## config.mk

```make
export PLATFORM = sky130hd
export DESIGN_NAME = hazard_unit_flat
export DESIGN_NICKNAME = d
export VERILOG_FILES = /design/src/rtl/hazard_unit_if.sv /design/src/rtl/hazard_unit.sv /design/src/flat_wrapper.sv
export SDC_FILE = /design/constraint.sdc
export NUM_CORES = 1
export LEC_CHECK = 0
export BUFFER_PORTS_ARGS = -buffer_cell sky130_fd_sc_hd__buf_2
export CELL_PAD_IN_SITES_DETAIL_PLACEMENT = 1
export CELL_PAD_IN_SITES_GLOBAL_PLACEMENT = 2
export CORE_MARGIN = 1.5
export CORE_UTILIZATION = 24
export DETAILED_ROUTE_END_ITERATION = 6
export GPL_ROUTABILITY_DRIVEN = 0
export PLACE_DENSITY = 0.79
export SLEW_MARGIN = 20
export SYNTH_ARGS = -nofsm -noshare
export SYNTH_HDL_FRONTEND = slang
export SYNTH_SLANG_ARGS = --single-unit
export TNS_END_PERCENT = 20
```

## constraint.sdc

```tcl
create_clock -name clk -period 3.29 [get_ports clk]
set_clock_uncertainty 0.15 [all_clocks]
set_input_delay 0.658 -clock clk [delete_from_list [all_inputs] [get_ports clk]]
set_output_delay 0.658 -clock clk [all_outputs]
set_load 0.01 [all_outputs]
```

## src/rtl/hazard_unit_if.sv

```systemverilog
// Hazard unit interface: ID/EX/MEM hazard sources in, pipeline control out.
// master = pipeline side driving decode info; slave = hazard unit.
interface hazard_unit_if;
    logic [3:0] id_rs;
    logic [3:0] id_rt;
    logic       id_uses_rs;
    logic       id_uses_rt;
    logic       id_branch;
    logic       id_branch_reg;
    logic       id_halt;
    logic       id_branch_taken;
    logic       ex_mem_read;
    logic       ex_reg_write;
    logic       ex_sets_flags;
    logic [3:0] ex_rd;
    logic       mem_mem_read;
    logic [3:0] mem_rd;
    logic       pc_stall;
    logic       ifid_stall;
    logic       idex_flush;
    logic       ifid_flush;
    logic       halted;

    modport master (
        output id_rs, id_rt, id_uses_rs, id_uses_rt, id_branch, id_branch_reg, id_halt,
               id_branch_taken, ex_mem_read, ex_reg_write, ex_sets_flags, ex_rd,
               mem_mem_read, mem_rd,
        input  pc_stall, ifid_stall, idex_flush, ifid_flush, halted
    );

    modport slave (
        input  id_rs, id_rt, id_uses_rs, id_uses_rt, id_branch, id_branch_reg, id_halt,
               id_branch_taken, ex_mem_read, ex_reg_write, ex_sets_flags, ex_rd,
               mem_mem_read, mem_rd,
        output pc_stall, ifid_stall, idex_flush, ifid_flush, halted
    );
endinterface

```

## src/rtl/hazard_unit.sv

```systemverilog
// Pipeline hazard unit: load-use / branch-register / flag stalls, taken-branch
// flush, and HLT drain sequence ending in a sticky halted state.
// Optional macro HAZARD_STALL_COUNT_EN adds a saturating 16-bit stall_cnt output.
module hazard_unit (
    input  logic         clk,
    input  logic         rst,
    hazard_unit_if.slave hz
`ifdef HAZARD_STALL_COUNT_EN
    ,
    output logic [15:0]  stall_cnt
`endif
);

    typedef enum logic [1:0] {StRun, StDrain, StHalted} state_e;

    state_e     state_q, state_d;
    logic [1:0] drain_cnt_q, drain_cnt_d;
    logic       halted_q, halted_d;
    logic       load_use, br_dep, flag_dep, stall;

    // Hazard detection; register 0 never matches anything.
    always_comb begin
        load_use = hz.ex_mem_read && (hz.ex_rd != 4'd0) &&
                   ((hz.id_uses_rs && (hz.ex_rd == hz.id_rs)) ||
                    (hz.id_uses_rt && (hz.ex_rd == hz.id_rt)));
        br_dep   = hz.id_branch_reg && (hz.id_rs != 4'd0) &&
                   ((hz.ex_reg_write && (hz.ex_rd == hz.id_rs)) ||
                    (hz.mem_mem_read && (hz.mem_rd == hz.id_rs)));
        flag_dep = hz.id_branch && !hz.id_branch_reg && hz.ex_sets_flags;
        stall    = load_use || br_dep || flag_dep;
    end

    // Next-state: HLT enters DRAIN only when not stalled; drain ends after 3 cycles.
    always_comb begin
        state_d     = state_q;
        drain_cnt_d = drain_cnt_q;
        halted_d    = halted_q;
        if (rst) begin
            state_d     = StRun;
            drain_cnt_d = 2'd0;
            halted_d    = 1'b0;
        end else begin
            case (state_q)
                StRun: begin
                    if (hz.id_halt && !stall) begin
                        state_d     = StDrain;
                        drain_cnt_d = 2'd3;
                    end
                end
                StDrain: begin
                    drain_cnt_d = drain_cnt_q - 2'd1;
                    // Counter reaching zero on this edge means the third drain cycle.
                    if (drain_cnt_q == 2'd1) begin
                        state_d  = StHalted;
                        halted_d = 1'b1;
                    end
                end
                StHalted: ;
                default: state_d = StRun;
            endcase
        end
    end

    // State register update.
    always_ff @(posedge clk) begin
        state_q     <= state_d;
        drain_cnt_q <= drain_cnt_d;
        halted_q    <= halted_d;
    end

    // Combinational pipeline controls; everything forced low while rst is high.
    always_comb begin
        hz.pc_stall   = 1'b0;
        hz.ifid_stall = 1'b0;
        hz.idex_flush = 1'b0;
        hz.ifid_flush = 1'b0;
        if (!rst) begin
            case (state_q)
                StRun: begin
                    if (stall) begin
                        hz.pc_stall   = 1'b1;
                        hz.ifid_stall = 1'b1;
                        hz.idex_flush = 1'b1;
                    end else if (hz.id_branch && hz.id_branch_taken) begin
                        hz.ifid_flush = 1'b1;
                    end
                end
                StDrain: begin
                    hz.pc_stall   = 1'b1;
                    hz.ifid_flush = 1'b1;
                end
                StHalted: begin
                    hz.pc_stall   = 1'b1;
                    hz.ifid_stall = 1'b1;
                    hz.idex_flush = 1'b1;
                    hz.ifid_flush = 1'b1;
                end
                default: ;
            endcase
        end
        hz.halted = halted_q && !rst;
    end

`ifdef HAZARD_STALL_COUNT_EN
    logic [15:0] stall_cnt_q, stall_cnt_d;

    // Saturating count of stalled RUN cycles.
    always_comb begin
        stall_cnt_d = stall_cnt_q;
        if (rst) begin
            stall_cnt_d = 16'd0;
        end else if ((state_q == StRun) && stall && (stall_cnt_q != 16'hFFFF)) begin
            stall_cnt_d = stall_cnt_q + 16'd1;
        end
    end

    // Stall counter register.
    always_ff @(posedge clk) begin
        stall_cnt_q <= stall_cnt_d;
    end

    assign stall_cnt = rst ? 16'd0 : stall_cnt_q;
`endif

endmodule

```

## src/flat_wrapper.sv

```systemverilog
// flat-port wrapper written by rule: the top's interface ports become plain ports
module hazard_unit_flat 
  (clk, rst, hz_id_rs, hz_id_rt, hz_id_uses_rs, hz_id_uses_rt, hz_id_branch, hz_id_branch_reg, hz_id_halt, hz_id_branch_taken, hz_ex_mem_read, hz_ex_reg_write, hz_ex_sets_flags, hz_ex_rd, hz_mem_mem_read, hz_mem_rd, hz_pc_stall, hz_ifid_stall, hz_idex_flush, hz_ifid_flush, hz_halted);
  hazard_unit_if hz_i ();
  input  logic clk;
  input  logic rst;
  input wire logic [$bits(hz_i.id_rs)-1:0] hz_id_rs;
  input wire logic [$bits(hz_i.id_rt)-1:0] hz_id_rt;
  input wire logic [$bits(hz_i.id_uses_rs)-1:0] hz_id_uses_rs;
  input wire logic [$bits(hz_i.id_uses_rt)-1:0] hz_id_uses_rt;
  input wire logic [$bits(hz_i.id_branch)-1:0] hz_id_branch;
  input wire logic [$bits(hz_i.id_branch_reg)-1:0] hz_id_branch_reg;
  input wire logic [$bits(hz_i.id_halt)-1:0] hz_id_halt;
  input wire logic [$bits(hz_i.id_branch_taken)-1:0] hz_id_branch_taken;
  input wire logic [$bits(hz_i.ex_mem_read)-1:0] hz_ex_mem_read;
  input wire logic [$bits(hz_i.ex_reg_write)-1:0] hz_ex_reg_write;
  input wire logic [$bits(hz_i.ex_sets_flags)-1:0] hz_ex_sets_flags;
  input wire logic [$bits(hz_i.ex_rd)-1:0] hz_ex_rd;
  input wire logic [$bits(hz_i.mem_mem_read)-1:0] hz_mem_mem_read;
  input wire logic [$bits(hz_i.mem_rd)-1:0] hz_mem_rd;
  output wire logic [$bits(hz_i.pc_stall)-1:0] hz_pc_stall;
  output wire logic [$bits(hz_i.ifid_stall)-1:0] hz_ifid_stall;
  output wire logic [$bits(hz_i.idex_flush)-1:0] hz_idex_flush;
  output wire logic [$bits(hz_i.ifid_flush)-1:0] hz_ifid_flush;
  output wire logic [$bits(hz_i.halted)-1:0] hz_halted;
  assign hz_i.id_rs = hz_id_rs;
  assign hz_i.id_rt = hz_id_rt;
  assign hz_i.id_uses_rs = hz_id_uses_rs;
  assign hz_i.id_uses_rt = hz_id_uses_rt;
  assign hz_i.id_branch = hz_id_branch;
  assign hz_i.id_branch_reg = hz_id_branch_reg;
  assign hz_i.id_halt = hz_id_halt;
  assign hz_i.id_branch_taken = hz_id_branch_taken;
  assign hz_i.ex_mem_read = hz_ex_mem_read;
  assign hz_i.ex_reg_write = hz_ex_reg_write;
  assign hz_i.ex_sets_flags = hz_ex_sets_flags;
  assign hz_i.ex_rd = hz_ex_rd;
  assign hz_i.mem_mem_read = hz_mem_mem_read;
  assign hz_i.mem_rd = hz_mem_rd;
  assign hz_pc_stall = hz_i.pc_stall;
  assign hz_ifid_stall = hz_i.ifid_stall;
  assign hz_idex_flush = hz_i.idex_flush;
  assign hz_ifid_flush = hz_i.ifid_flush;
  assign hz_halted = hz_i.halted;
  hazard_unit u_core (.clk(clk), .rst(rst), .hz(hz_i));
endmodule
```

==> impl_metrics.tcl, run 1 <==
set metrics [dict create \
    synth_area_um2 582 \
    n_antenna_cell 0 \
    drt_pass1_iterations 4 \
    setup_tns_ns 0 \
    layout_common_cells "buf_2 (32), xnor2_1 (12), inv_1 (9), ha_1 (5), dfxtp_1 (5)" \
    slew_violations 0 \
    grt.total_usage_pct 13.2 \
    antenna_found_initial 0 \
    initial_utilization_pct 25.8 \
    r2r_setup_slack_ns 1.59 \
    power.density_mw_per_mm2 446 \
    layout-drive-gt1-share_pct 35.5 \
    ant_nets 0 \
    cts_buffers 3 \
    die_area_mm2 0.00273 \
    die_w_um 52.2 \
    post-route-drc-count 0 \
    cts_resized 0 \
    min_delay_path_depth 2 \
    clk_pin_slew_ns 0.04 \
    numClockSinks 5 \
    gr-total-overflow 0 \
    area_delta_synth_final_pct 36.1 \
    grt_pass1_wl_um 2720 \
    port_buffers 32 \
    rsz0062_at_grt "false" \
    ys_types 28 \
    crit_required_ns 2.48 \
    ys.flop_type "dfxtp_1" \
    end_kind "output pin" \
    clkLatencyLatePin_ns 0.24 \
    core_mm2 0.00225 \
    max_freq_ghz 0.347 \
    tightest_slew_ns 0.343 \
    cts-htree-levels 1 \
    cp-start-kind "input pin" \
    clk_path_buf_depth 2 \
    cp_max_fo 4 \
    drt-initial-drc-count 2 \
    finalCritPeriodShare_pct 87.7 \
    die_height_um 52.2 \
    pin_count 33 \
    via_per_inst 4.89 \
    rows 17 \
    postCtsSetupBuffers 0 \
    synth-seq-cells 5 \
    status "completed" \
    finalSetupViolations 0 \
    async_flop_share_pct 0 \
    syn_nets 106 \
    cap_violations 0 \
    dpl.hpwl_um 1350 \
    nNetsFinal 141 \
    min_from "u_core.halted_q$_SDFFE_PP0P_" \
    power_leakage_nw 0.351 \
    final_cells 135 \
    vias 660 \
    routedWlPerCell_um 11.4 \
    cts_hold_buf 0 \
    grt_max_degree 12 \
    final_common_cell "buf_2" \
    worstPathArrival_ns 2.08 \
    ys_seq_area_share_pct 17.2 \
    fillCellCount 310 \
    relSlewSlack_pct 77.2 \
    hold_end "u_core.halted_q$_SDFFE_PP0P_" \
    numPlacedInstances 131 \
    hold_path.class "reg2reg" \
    syn_avg_cell_area_um2 7.97 \
    r2r_start "u_core.state_q[1]$_SDFFE_PP0P_" \
    wl_um 1550 \
    grt_pass1_vias 667 \
    path_class "in2out" \
    finalHoldViolCount 0 \
    r2r_end "u_core.state_q[0]$_SDFFE_PP0P_" \
    syn-instance-count 73 \
    vdd_drop_max_mv 0.221 \
    ff2ff_path_depth 5 \
    fin_crit_ns 2.88 \
    yosysWarnings 0 \
    cts_tree "built" \
    cts_root_buffer "clkbuf_4" \
    synth-edff-count 0 \
]
[through the flow]
stage	util (%)	hold WS [ns]	total power [mW]	instance area [µm²]	setup slack (ns)
after floorplan	-	0.279	0.222	582	0.575
after global placement	34.0	0.293	0.281	766	0.409
after detailed placement	34.0	0.318	0.285	766	0.390
after CTS	35.1	0.329	0.361	792	0.378
after global routing	35.1	0.370	0.393	792	0.248
final	35.1	0.317	0.354	792	0.405
[synthesized netlist by cell type, drive strengths merged (2+ instances only)]
cell    count  area [µm²]
xnor2      12         105
inv         9        33.8
dfxtp       5         100
ha          5        62.6
a311oi      4        35.0
nand4       4        25.0
a21oi       3        15.0
nand2       3        11.3
nor2        3        11.3
o21ai       3        15.0
nand3       2        10.0
nor2b       2        12.5
nor3        2        10.0
o41a        2        22.5
[critical path, cell delays in order]
cell and delay (ns):
buf_2 0.12, o41a_1 0.45, a22oi_2 0.21, o22ai_1 0.14, o21ai_0 0.23, a21boi_0 0.11, buf_2 0.15
[worst max-delay path by stage]
stage                startpoint       endpoint  slack [ns]
finish              hz_ex_rd[0]    hz_pc_stall        0.41
detailed placement  hz_ex_rd[0]    hz_pc_stall        0.39
floorplan           hz_ex_rd[0]  hz_ifid_stall        0.57
global route        hz_ex_rd[0]    hz_pc_stall        0.25
global placement    hz_ex_rd[0]    hz_pc_stall        0.41
CTS                 hz_ex_rd[0]    hz_pc_stall        0.38
[where the power goes]
part | internal (mW) | switching (mW)
Sequential | 0.0774 | 0.0126
Clock | 0.0459 | 0.0265
Combinational | 0.0857 | 0.105
Total | 0.209 | 0.145
[state kept, by name (all words and copies together) (netlist names)]
register            count
u_core.drain_cnt_q      2
u_core.halted_q         1
u_core.state_q          2
[layer usage]
| metal | global-route usage [%] | part of all wire, % | wire length [µm] |
|---|---|---|---|
| met5 | 0 | 0 | 0 |
| met4 | 6.41 | 0.52 | 8 |
| met1 | 15.2 | 42 | 654 |
| met3 | 3.71 | 8.7 | 135 |
| met2 | 22.4 | 48 | 748 |
[cell type report]
cell class	count	area (µm²)	area share, %
Clock buffer	4	26.3	3.32
Multi-Input combinational cell	57	437	55.1
Timing Repair Buffer	32	160	20.2
Inverter	9	33.8	4.27
Sequential cell	5	100	12.6
Tap cell	28	35.0	4.42
[kinds of logic (layout without fill, tap and decap cells)]
group | after synthesis | count (layout) | synth area share (%)
buffers and inverters | 11 | 45 | 7.74
xor gates and xnor gates | 12 | 12 | 18.1
adders and majority gates | 5 | 5 | 10.8
and+or+nand+nor | 18 | 18 | 16.6
DFF | 5 | 5 | 17.2
AOI/OAI and AO/OA | 22 | 22 | 29.7
Note: power is estimated with default switching activity, not from simulation.
==> inputs of run 2 (changes only) <==
BUFFER_PORTS_ARGS = unset   (was -buffer_cell sky130_fd_sc_hd__buf_2)
CAP_MARGIN = 20   (was unset)
CORE_UTILIZATION = 30   (was 24)
DONT_BUFFER_PORTS = 1   (was unset)
PLACE_DENSITY = 0.69   (was 0.79)
clock period = 3.1 ns   (was 3.29 ns; I/O delays follow)
==> impl_metrics.tcl, run 2 (synthesis results as in run 1) <==
set metrics [dict create \
    status "completed" \
    cts_root_buffer "clkbuf_4" \
    numClockSinks 5 \
    pin_count 33 \
    wl_um 1430 \
    nNetsFinal 109 \
    antenna_found_initial 0 \
    core_mm2 0.00178 \
    crit_required_ns 2.33 \
    finalHoldViolCount 0 \
    clkLatencyLatePin_ns 0.25 \
    die_w_um 47.0 \
    hold_end "u_core.drain_cnt_q[1]$_SDFFE_PP0P_" \
    power_leakage_nw 0.219 \
    n_antenna_cell 0 \
    cts_resized 0 \
    relSlewSlack_pct 70.0 \
    multiInputGateArea_um2 437 \
    end_kind "output pin" \
    seqPwrFrac_pct 28.1 \
    cp-start-kind "input pin" \
    r2r_setup_slack_ns 1.35 \
    clockPowerShare_pct 22.6 \
    layout-drive-gt1-share_pct 8.00 \
    drt_pass1_iterations 4 \
    cts_tree "built" \
    busiest_layer "met2" \
    dpl.hpwl_um 1260 \
    finalCritPeriodShare_pct 85.8 \
    routedWlPerCell_um 14.3 \
    ant_nets 0 \
    cap_violations 0 \
    vdd_drop_max_mv 0.176 \
    worstPathArrival_ns 1.89 \
    final_common_cell "xnor2_1" \
    initial_utilization_pct 32.6 \
    p_sw_uw 141 \
    hold_path.class "in2reg" \
    final_cells 100 \
    pwr-share-comb_pct 49.3 \
    fillCellCount 235 \
    setup_tns_ns 0 \
    area_delta_synth_final_pct 7.96 \
    largestRegisters "u_core.drain_cnt_q x2, u_core.state_q x2, u_core.halted_q x1" \
    p_int_uw 202 \
    slew_violations 0 \
    finalSetupViolations 0 \
    min_from "rst" \
    hold_ws_ns 0.290 \
    post-route-drc-count 0 \
    regArea_um2 100 \
    numPlacedInstances 96 \
    cts_hold_buf 0 \
    min_delay_path_depth 1 \
    rsz0062_at_grt "false" \
    drt-initial-drc-count 9 \
    ff2ff_path_depth 5 \
    layout_common_cells "xnor2_1 (12), inv_1 (9), ha_1 (5), dfxtp_1 (5)" \
    die_area_mm2 0.00221 \
    swShare_pct 41.2 \
    grt_max_degree 12 \
    cp_max_fo 4 \
    grt_use_met3_pct 5.77 \
    power.density_mw_per_mm2 546 \
    grt_util_met2_pct 23.8 \
    clk_path_buf_depth 2 \
    port_buffers 0 \
    vias 551 \
    postCtsSetupBuffers 0 \
    via_per_inst 5.51 \
    tightest_slew_ns 0.451 \
    cts-htree-levels 1 \
    die_height_um 47.0 \
    grt_pass1_wl_um 2430 \
    cts_buffers 3 \
    grt_pass1_vias 542 \
    fin_crit_ns 2.66 \
    r2r_start "u_core.state_q[1]$_SDFFE_PP0P_" \
    gr-total-overflow 0 \
    grt_use_met1_pct 20.4 \
    clk_pin_slew_ns 0.05 \
    path_class "in2out" \
    rows 15 \
    max_freq_ghz 0.376 \
    grt.total_usage_pct 15.4 \
    r2r_end "u_core.state_q[0]$_SDFFE_PP0P_" \
]
## run 2: worst max-delay path by stage
stage                start            end  slack [ns]  cells past startpoint
5_1_grt        hz_ex_rd[0]  hz_ifid_stall        0.33                      5
2_1_floorplan  hz_ex_rd[0]  hz_ifid_stall        0.46                      6
3_3_place_gp   hz_ex_rd[0]  hz_idex_flush        0.47                      5
4_1_cts        hz_ex_rd[0]    hz_pc_stall        0.42                      5
3_5_place_dp   hz_ex_rd[0]    hz_pc_stall        0.43                      5
6_report       hz_ex_rd[0]    hz_pc_stall        0.44                      5
## run 2: critical path, stage by stage
cell and delay [ns]:
o41a_1 0.42, a22oi_2 0.21, o22ai_1 0.13, o21ai_0 0.27, a21boi_0 0.23
## run 2: power by group through the flow
stage               clock [mW]  combinational [mW]  sequential, mW
finish                  0.0775               0.169          0.0963
global route            0.0840               0.195          0.0993
CTS                     0.0809               0.173          0.0964
detailed placement           0               0.172          0.0975
global placement             0               0.172          0.0971
floorplan                    0               0.143          0.0931
## run 2: per-layer routing
| metal | vias to the layer above | routed length, µm |
|---|---|---|
| li1 | 277 | - |
| met1 | 251 | 683 |
| met2 | 23 | 642 |
| met3 | 0 | 105 |
| met4 | 0 | 0 |
| met5 | - | 0 |
## run 2: layout make-up
cell class / instances / share of cell area (%)
clock buffer: 4 / 4.18
sequential: 5 / 15.9
multi-input combinational: 57 / 69.5
inverter: 9 / 5.38
tap: 25 / 4.98
## run 2: stage by stage
stage / instance area, µm² / total power, mW / setup WS [ns] / utilization (%)
after global routing: 628 / 0.378 / 0.332 / 35.2
after CTS: 628 / 0.350 / 0.420 / 35.2
after detailed placement: 602 / 0.269 / 0.429 / 33.8
after global placement: 602 / 0.269 / 0.470 / 33.8
after floorplan: 582 / 0.236 / 0.461 / -
final: 628 / 0.343 / 0.440 / 35.2
